<file path="config.mk">
export PLATFORM = sky130hd
export DESIGN_NAME = uart_tx
export DESIGN_NICKNAME = d
export VERILOG_FILES = /design/src/rtl/uart_tx.sv
export SDC_FILE = /design/constraint.sdc
export NUM_CORES = 1
export LEC_CHECK = 0
export CAP_MARGIN = 20
export CELL_PAD_IN_SITES_DETAIL_PLACEMENT = 0
export CELL_PAD_IN_SITES_GLOBAL_PLACEMENT = 2
export CORE_MARGIN = 5
export CORE_UTILIZATION = 35
export DETAILED_ROUTE_END_ITERATION = 8
export HOLD_SLACK_MARGIN = 0.08
export PLACE_DENSITY_LB_ADDON = 0.3
export SLEW_MARGIN = 20
export SYNTH_ARGS = -nofsm -noshare
export SYNTH_HDL_FRONTEND = slang
export SYNTH_SLANG_ARGS = --single-unit
</file>
<file path="constraint.sdc">
create_clock -name clk -period 4.1 [get_ports clk]
set_input_delay 0.82 -clock clk [delete_from_list [all_inputs] [get_ports clk]]
set_output_delay 0.82 -clock clk [all_outputs]
set_load 0.01 [all_outputs]
</file>
<file path="src/rtl/uart_tx.sv">
`default_nettype none
// ============================================================================
//  Module   : uart_tx
//  Purpose  : FIFO-buffered UART transmitter, LSB-first 8N1 frames.
//             Define UART_TX_PARITY_EN to add an even-parity bit (8E1).
//  Revision : 1.0  initial release
// ============================================================================
module uart_tx #(
    parameter int CLK_FREQ     = 50_000_000,
    parameter int BAUD         = 9600,
    parameter int BAUD_CNT_MAX = CLK_FREQ / BAUD,
    parameter int FIFO_DEPTH   = 4
) (
    input  logic       clk,
    input  logic       rst_n,
    input  logic [7:0] pi_data,
    input  logic       pi_flag,
    output logic       tx_pin,
    output logic       tx_busy,
    output logic       fifo_full
);

    localparam int c_ADDR_W = $clog2(FIFO_DEPTH);
    localparam int c_CNT_W  = (BAUD_CNT_MAX > 1) ? $clog2(BAUD_CNT_MAX) : 1;

    localparam logic [c_CNT_W-1:0]  c_CNT_LAST = c_CNT_W'(BAUD_CNT_MAX - 1);
    localparam logic [c_CNT_W-1:0]  c_CNT_ONE  = c_CNT_W'(1);
    localparam logic [c_ADDR_W:0]   c_PTR_ONE  = (c_ADDR_W + 1)'(1);

`ifdef UART_TX_PARITY_EN
    typedef enum logic [2:0] {
        S_IDLE   = 3'd0,
        S_START  = 3'd1,
        S_DATA   = 3'd2,
        S_PARITY = 3'd3,
        S_STOP   = 3'd4
    } state_t;
`else
    typedef enum logic [1:0] {
        S_IDLE  = 2'd0,
        S_START = 2'd1,
        S_DATA  = 2'd2,
        S_STOP  = 2'd3
    } state_t;
`endif

    // ------------------------------------------------------------------
    // Byte buffer
    // ------------------------------------------------------------------
    logic [7:0]          r_mem [FIFO_DEPTH];
    logic [c_ADDR_W:0]   r_wr_ptr;
    logic [c_ADDR_W:0]   r_rd_ptr;
    logic                w_empty;
    logic                w_full;
    logic                w_wr;
    logic                w_pop;
    logic [7:0]          w_head;

    assign w_empty = (r_wr_ptr == r_rd_ptr);
    assign w_full  = (r_wr_ptr[c_ADDR_W] != r_rd_ptr[c_ADDR_W]) &&
                     (r_wr_ptr[c_ADDR_W-1:0] == r_rd_ptr[c_ADDR_W-1:0]);
    // A write on a full buffer is dropped even if a pop frees a slot this edge.
    assign w_wr    = pi_flag && !w_full;
    assign w_head  = r_mem[r_rd_ptr[c_ADDR_W-1:0]];

    always_ff @(posedge clk) begin
        if (w_wr) begin
            r_mem[r_wr_ptr[c_ADDR_W-1:0]] <= pi_data;
        end
    end

    always_ff @(posedge clk or negedge rst_n) begin
        if (!rst_n) begin
            r_wr_ptr <= '0;
            r_rd_ptr <= '0;
        end else begin
            if (w_wr) begin
                r_wr_ptr <= r_wr_ptr + c_PTR_ONE;
            end
            if (w_pop) begin
                r_rd_ptr <= r_rd_ptr + c_PTR_ONE;
            end
        end
    end

    // ------------------------------------------------------------------
    // Serialiser
    // ------------------------------------------------------------------
    state_t              r_state;
    state_t              w_state_nxt;
    logic                r_tx_pin;
    logic                w_tx_nxt;
    logic                r_tx_busy;
    logic                w_busy_nxt;
    logic [2:0]          r_bit_idx;
    logic [2:0]          w_bit_nxt;
    logic [7:0]          r_shift;
    logic [c_CNT_W-1:0]  r_baud_cnt;
    logic                w_bit_end;
    logic                w_cnt_clr;

    assign w_bit_end = (r_baud_cnt == c_CNT_LAST);

    always_comb begin
        w_state_nxt = r_state;
        w_tx_nxt    = r_tx_pin;
        w_busy_nxt  = r_tx_busy;
        w_bit_nxt   = r_bit_idx;
        w_pop       = 1'b0;
        w_cnt_clr   = 1'b0;

        case (r_state)
            S_IDLE: begin
                w_tx_nxt   = 1'b1;
                w_busy_nxt = 1'b0;
                if (!w_empty) begin
                    w_pop       = 1'b1;
                    w_tx_nxt    = 1'b0;
                    w_busy_nxt  = 1'b1;
                    w_cnt_clr   = 1'b1;
                    w_state_nxt = S_START;
                end
            end

            S_START: begin
                if (w_bit_end) begin
                    w_cnt_clr   = 1'b1;
                    w_bit_nxt   = 3'd0;
                    w_tx_nxt    = r_shift[0];
                    w_state_nxt = S_DATA;
                end
            end

            S_DATA: begin
                if (w_bit_end) begin
                    w_cnt_clr = 1'b1;
                    if (r_bit_idx == 3'd7) begin
`ifdef UART_TX_PARITY_EN
                        w_tx_nxt    = ^r_shift;
                        w_state_nxt = S_PARITY;
`else
                        w_tx_nxt    = 1'b1;
                        w_state_nxt = S_STOP;
`endif
                    end else begin
                        w_bit_nxt = r_bit_idx + 3'd1;
                        w_tx_nxt  = r_shift[w_bit_nxt];
                    end
                end
            end

`ifdef UART_TX_PARITY_EN
            S_PARITY: begin
                if (w_bit_end) begin
                    w_cnt_clr   = 1'b1;
                    w_tx_nxt    = 1'b1;
                    w_state_nxt = S_STOP;
                end
            end
`endif

            S_STOP: begin
                if (w_bit_end) begin
                    w_cnt_clr = 1'b1;
                    // Chain straight into the next frame when a byte is waiting.
                    if (!w_empty) begin
                        w_pop       = 1'b1;
                        w_tx_nxt    = 1'b0;
                        w_state_nxt = S_START;
                    end else begin
                        w_tx_nxt    = 1'b1;
                        w_busy_nxt  = 1'b0;
                        w_state_nxt = S_IDLE;
                    end
                end
            end

            default: begin
                w_tx_nxt    = 1'b1;
                w_busy_nxt  = 1'b0;
                w_state_nxt = S_IDLE;
            end
        endcase
    end

    always_ff @(posedge clk or negedge rst_n) begin
        if (!rst_n) begin
            r_state    <= S_IDLE;
            r_tx_pin   <= 1'b1;
            r_tx_busy  <= 1'b0;
            r_bit_idx  <= 3'd0;
            r_shift    <= 8'd0;
            r_baud_cnt <= '0;
        end else begin
            r_state   <= w_state_nxt;
            r_tx_pin  <= w_tx_nxt;
            r_tx_busy <= w_busy_nxt;
            r_bit_idx <= w_bit_nxt;
            if (w_pop) begin
                r_shift <= w_head;
            end
            if (w_cnt_clr || (r_state == S_IDLE)) begin
                r_baud_cnt <= '0;
            end else begin
                r_baud_cnt <= r_baud_cnt + c_CNT_ONE;
            end
        end
    end

    assign tx_pin    = r_tx_pin;
    assign tx_busy   = r_tx_busy;
    assign fifo_full = w_full;

endmodule
`default_nettype wire
</file>
=== Word-level counts from Yosys, hierarchy flattened ===
Memories as Yosys holds them, arrays and structs flattened. A register that Yosys moved wholly into a read port is not among the register bits.
Cells that the tools add are included.

* RAM bits: 32
* Input bits: 11
* Memories kept: 1
* Logic and storage cells: 71
* Output and inout port bits: 3
* Bits in registers: 26

* Multiplexer cells: 30
* $add $sub $neg: 4
* $lt $le $gt $ge: 1
* Reduce and logical (&&, ||, !) cells: 13
* Equality and inequality tests: 15

{| class="wikitable"
|+ Memory list
! memory !! depth !! bits a word !! read ports !! clocked after Yosys merged registers in !! write ports !! RTL line !! RTL
|-
| r_mem || 4 || 8 || 1 || 1 || 1 || 50 || <nowiki>logic [7:0] r_mem [FIFO_DEPTH];</nowiki>
|}

{| class="wikitable"
|+ Operators by type and width
! cell !! count
|-
| 2-to-1 mux 1 bit || 14
|-
| inequality test 2 bit, second input constant || 7
|-
| adder 13 x 1 -> 13 bit, second input constant || 1
|-
| equality test 13 bit, second input constant || 1
|-
| 2-to-1 mux 13 bit || 1
|-
| 2-to-1 mux 2 bit || 5
|-
| adder 3 x 1 -> 3 bit, second input constant || 3
|-
| 2-to-1 mux 3 bit || 3
|-
| one-hot mux 2 bit (4 select lines) || 1
|-
| one-hot mux 1 bit (2 select lines) || 3
|-
| one-hot mux 3 bit (2 select lines) || 1
|-
| AND reduction 3 bit || 2
|-
| AND reduction 5 bit || 1
|-
| equality test 2 bit, second input constant || 2
|-
| less-than comparator 3 x 4 -> 1 bit, second input constant || 1
|-
| one-hot mux 1 bit (4 select lines) || 1
|-
| AND reduction 4 bit || 1
|-
| nonzero test 2 bit || 2
|-
| binary-select mux 1 bit (select 3 bit) || 1
|-
| equality test 3 bit || 1
|-
| equality test 3 bit, second input constant || 1
|-
| OR reduction 3 bit || 1
|-
| equality test 2 x 1 -> 1 bit, second input constant || 1
|-
| equality test 2 bit || 1
|-
| other kinds (5) || 7
|}

=== Longest topological paths before layout ===
* Depth after elaboration: 6
* Gate-level depth with buffers: 7
* Depth with buffers taken out: 7

=== Worst setup path after synthesis ===
Ideal clock, no wire load.

* Path kind: register -> register
* Start: reg r_state[0]
* End: reg r_state[0]
* Period minus slack after synthesis: 1.833 ns
* Setup time: 0.130 ns
* Arrival time: 1.703 ns
* Data required time: 3.970 ns
* Setup slack: 2.267 ns
* Cell stages (with the launch flop): 8
* Buffers on the path: 0
* Cell sequence: dfrtp_1 inv_1 ha_1 nor3_1 a31oi_1 a221o_1 a2111oi_4 a21oi_2

* Word-level cells in the longest chain between the ends: 3
* Elaborated cells on any way between the ends: 11
* Those cells by class: 8 x eq/ne; 1 x mux; 2 x reduce/logical

{| class="wikitable"
|+ RTL lines
! element !! RTL line !! RTL
|-
| start, declared || 89 || <nowiki>state_t r_state;</nowiki>
|-
| start signal, assigned || 195 || <nowiki>r_state <= w_state_nxt;</nowiki>
|-
| equality test 2 bit (tied with other cells) || 112 || <nowiki>case (r_state)</nowiki>
|-
| inequality test 2 bit (no source line) || n/a ||
|-
| AND reduction 5 bit (no source line) || n/a ||
|}

Several ways; a longest one is shown, not always the timed one.
A chain may end at the register's enable or synchronous reset.

=== Worst setup path in the final report ===
* Start: reg r_rd_ptr[0]
* End: out fifo_full

* Word-level cells in the longest chain between the ends: 2

{| class="wikitable"
|+ RTL lines
! element !! RTL line !! RTL
|-
| start, declared || 52 || <nowiki>logic [c_ADDR_W:0] r_rd_ptr;</nowiki>
|-
| start signal, assigned || 81 || <nowiki>r_rd_ptr <= r_rd_ptr + c_PTR_ONE;</nowiki>
|-
| equality test 2 bit || 61 || <nowiki>(r_wr_ptr[c_ADDR_W-1:0] == r_rd_ptr[c_ADDR_W-1:0]);</nowiki>
|-
| logical AND 1 bit || 60 || <nowiki>assign w_full = (r_wr_ptr[c_ADDR_W] != r_rd_ptr[c_ADDR_W]) &&</nowiki>
|-
| end, declared || 20 || <nowiki>output logic fifo_full</nowiki>
|}

Every way passes these cells.

==> summary.txt <==
Outcome
  • Status: completed

Floorplan
  • Die footprint: 10700 um^2
  • FP Rows: 34
  • Die Y: just over 100 um
  • Starting Density: 0.355
  • Die X-Extent: between 100 and 150 um
  • Core Box Area: approximately 8600 um^2
  • IO Count: 14

Placement
  • Placed wire-length estimate: ~3600 um
  • GP Congestion: ~0.7
  • Buffers on Ports: 13
  • Dpl cell area: ~3300 um^2

Clock network
  • CTS tree: yes
  • # hold bufs at CTS: 0
  • CTS buffer count: 9
  • Cell at the root of the clock tree: clkbuf_8
  • H-tree depth: 3
  • Resized cells post-CTS: 0
  • Clock transition at path regs: roughly 80 ps
  • Buffer count from post-CTS setup fixing: 0
  • Bufs on Longest Clock Path: 2
  • Clock Sinks: between 60 and 70
  • Clk_lat worst skew: approximately 340 ps

Global routing
  • First-pass GRT wire length: around 8600 um
  • Total grt overflow: 0
  • Largest net degree at the start of global routing: 35
  • GRT Util Overall: 0.107
  • Initial antenna violation count: 0
  • Number of global-route vias before repair: ~1.7k

Critical path
  • Crit. End Element: output pin
  • Crit Path Max Fanout: 11
  • WP data required: 3280 ps
  • Critical path launch point type: flop
  • Crit path DAT: between 1500 and 2000 ps
  • Critical path class: reg -> out

Route
  • DRC: 0
  • Post-DRT Antenna Nets: 0
  • First-pass detailed-route iteration total: 4
  • Via count: approximately 1.6k
  • Final WL: just under 5000 um
  • Iter 0 DRT Violations: 34
  • DR WL/cell: 14.5 um
  • Vias per cell: about 4.8

Job
  • Max Cap Viol: 0

Synth
  • Synth top area cells: edfxtp_1 (32%), dfrtp_1 (27%), mux4_1 (6.9%), ha_1 (5.3%), mux2_2 (4.1%)
  • Mapped Area: approximately 3000 um^2
  • Async SR Flop Fraction: 0.515
  • Post-synth top area share: 0.315
  • Register area share after synthesis: 0.595
  • Post-synth EDFFs: 32
  • Largest area contributor in the netlist: edfxtp_1
  • Synth Register Bits: 66
  • Synth warnings: 0
  • Synth unique cells: between 40 and 50
  • Synthesized instance count: approximately 210
  • Post-Synthesis Net Count: about 230
  • Most used flip-flop cell after synthesis: dfrtp_1
  • Syn avg cell area: around 15 um^2

Worst hold path
  • HP Class: reg -> reg

Power
  • Clk pwr share: 0.355
  • Peak supply drop: just over 0.0002 V
  • Comb power frac: 0.121
  • Pwr Density: around 440 nW/um^2
  • P_int: approximately 1.1 mW
  • Net Sw Frac: 0.260
  • Seq pwr share: 0.523
  • Sw power: between 0.4 and 0.5 mW
  • Leakage: 1.38 nW

STA
  • Final setup vio count: 0
  • Worst slew margin: 0.667
  • Final Hold Viols: 0
  • Skew final: 10.0 ps
  • Crit share post-route: 0.668
  • Slew @ Worst Pin: ~500 ps
  • RSZ-0062 raised after global routing: false
  • Slew Viols, Final: 0
  • Minimum clock period: approximately 2700 ps
  • Peak Freq: 0.365 GHz
  • Post-route setup TNS: 0 ps

Cells and area
  • Layout cells sized above 1: 0.154
  • Fin area: approximately 3500 um^2
  • Final Core Density: 0.407
  • # diodes: 0
  • Final nets: 253
  • Fillers: just over 800
  • Synthesis-to-layout area growth: 14.7%
==> cell type report <==
| cell class | instances | area (um^2) | area share |
|---|---|---|---|
| Inverter | 7 | 26.3 | 0.00752 |
| Clock inverter | 7 | 77.6 | 0.0222 |
| Multi-Input combinational cell | 130 | 1170 | 0.336 |
| Tap cell | 108 | 135 | 0.0387 |
| Clock buffer | 9 | 124 | 0.0354 |
| Timing Repair Buffer | 15 | 145 | 0.0415 |
| Sequential cell | 66 | 1810 | 0.519 |
==> routing by layer <==
layer  part of all wire  track usage  vias up
li1                   -            -      810
met1               0.49        0.142      805
met2               0.46        0.164       26
met3              0.036       0.0355        6
met4              0.014       0.0388        0
met5                  0            0        -
==> stage by stage <==
| step | setup slack (ps) | hold slack (ps) | total power, mW | std cells |
|---|---|---|---|---|
| after CTS | 1310 | 497 | 1.58 | 342 |
| final | 1360 | 492 | 1.55 | 342 |
| after detailed placement | 1680 | 485 | 1.02 | 326 |
| after global routing | 1240 | 512 | 1.63 | 342 |
| after global placement | 1700 | 481 | 1.02 | 326 |
| after floorplan | 2270 | 455 | 0.944 | 208 |
==> sequential cells by signal, indices dropped and copies added, names as in the netlist <==
name and count:
r_rd_ptr 3, tx_pin 1, r_baud_cnt 13, tx_busy 1, r_state 2, r_bit_idx 3
r_wr_ptr 3, r_mem 32, r_shift 8
==> cells in the mapped netlist, drive strengths merged, types with 2 or more instances <==
cell type,instances
a22o,5
and2,4
and3,2
buf,4
dfrtp,33
edfxtp,32
ha,13
inv,7
mux2,11
mux2i,4
mux4,8
nand2,8
nand2b,2
nand3,8
nand4,2
nor2,23
nor3,4
nor4b,2
o21bai,2
xnor2,9
xor2,9
==> placed cells by master (no fill, tap or decap), types with 2 or more instances in the layout <==
cell type,synthesis,layout
a22o_1,5,5
and2_1,4,4
buf_4,2,2
clkbuf_8,0,9
clkdlybuf4s50_1,0,13
clkinv_4,0,2
dfrtp_1,33,33
edfxtp_1,32,32
ha_1,13,13
inv_1,7,7
inv_6,0,2
mux2_2,11,11
mux2i_1,4,4
mux4_1,8,8
nand2_1,8,8
nand2b_1,2,2
nand3_1,8,8
nand4_1,2,2
nor2_1,23,23
nor3_1,4,4
o21bai_1,2,2
xnor2_1,8,8
xor2_1,9,9
==> path summary, 6_finish.rpt <==
| kind | startpoint | end | slack, ps | cells after the start |
|---|---|---|---|---|
| max reg2reg | r_state[0] | r_state[0] | 2060 | 7 |
| max | r_rd_ptr[0] | fifo_full | 1360 | 4 |
| max in group asynchronous | rst_n | tx_pin | 2850 | 2 |
| min reg2reg | r_baud_cnt[0] | r_baud_cnt[0] | 490 | 1 |
| min in group asynchronous | rst_n | r_bit_idx[0] | 900 | 2 |
| min | r_baud_cnt[0] | r_baud_cnt[0] | 490 | 1 |
==> worst max-delay path, stage by stage (launching register included) <==
cell,delay (ps)
dfrtp_1,660
xnor2_2,190
nand2_1,90
nor2_1,110
clkdlybuf4s50_1,540
==> power groups by stage <==
| stage | Combinational, mW | Sequential (mW) | Clock [mW] |
|---|---|---|---|
| 2_1_floorplan | 0.130 | 0.814 | 0 |
| 3_3_place_gp | 0.193 | 0.825 | 0 |
| 3_5_place_dp | 0.193 | 0.827 | 0 |
| 4_1_cts | 0.194 | 0.813 | 0.572 |
| 5_1_grt | 0.215 | 0.819 | 0.600 |
| 6_report | 0.188 | 0.811 | 0.551 |
==> logic make-up after synthesis <==
family,Yosys count,share of synthesized area
flops,66,0.595
buf+inv,12,0.0201
xor+xnor,18,0.0542
compound gates,20,0.0591
simple gates,56,0.0956
fa+ha+maj,13,0.0534
mux,23,0.123
No activity file was read; power rests on OpenSTA's default activity.
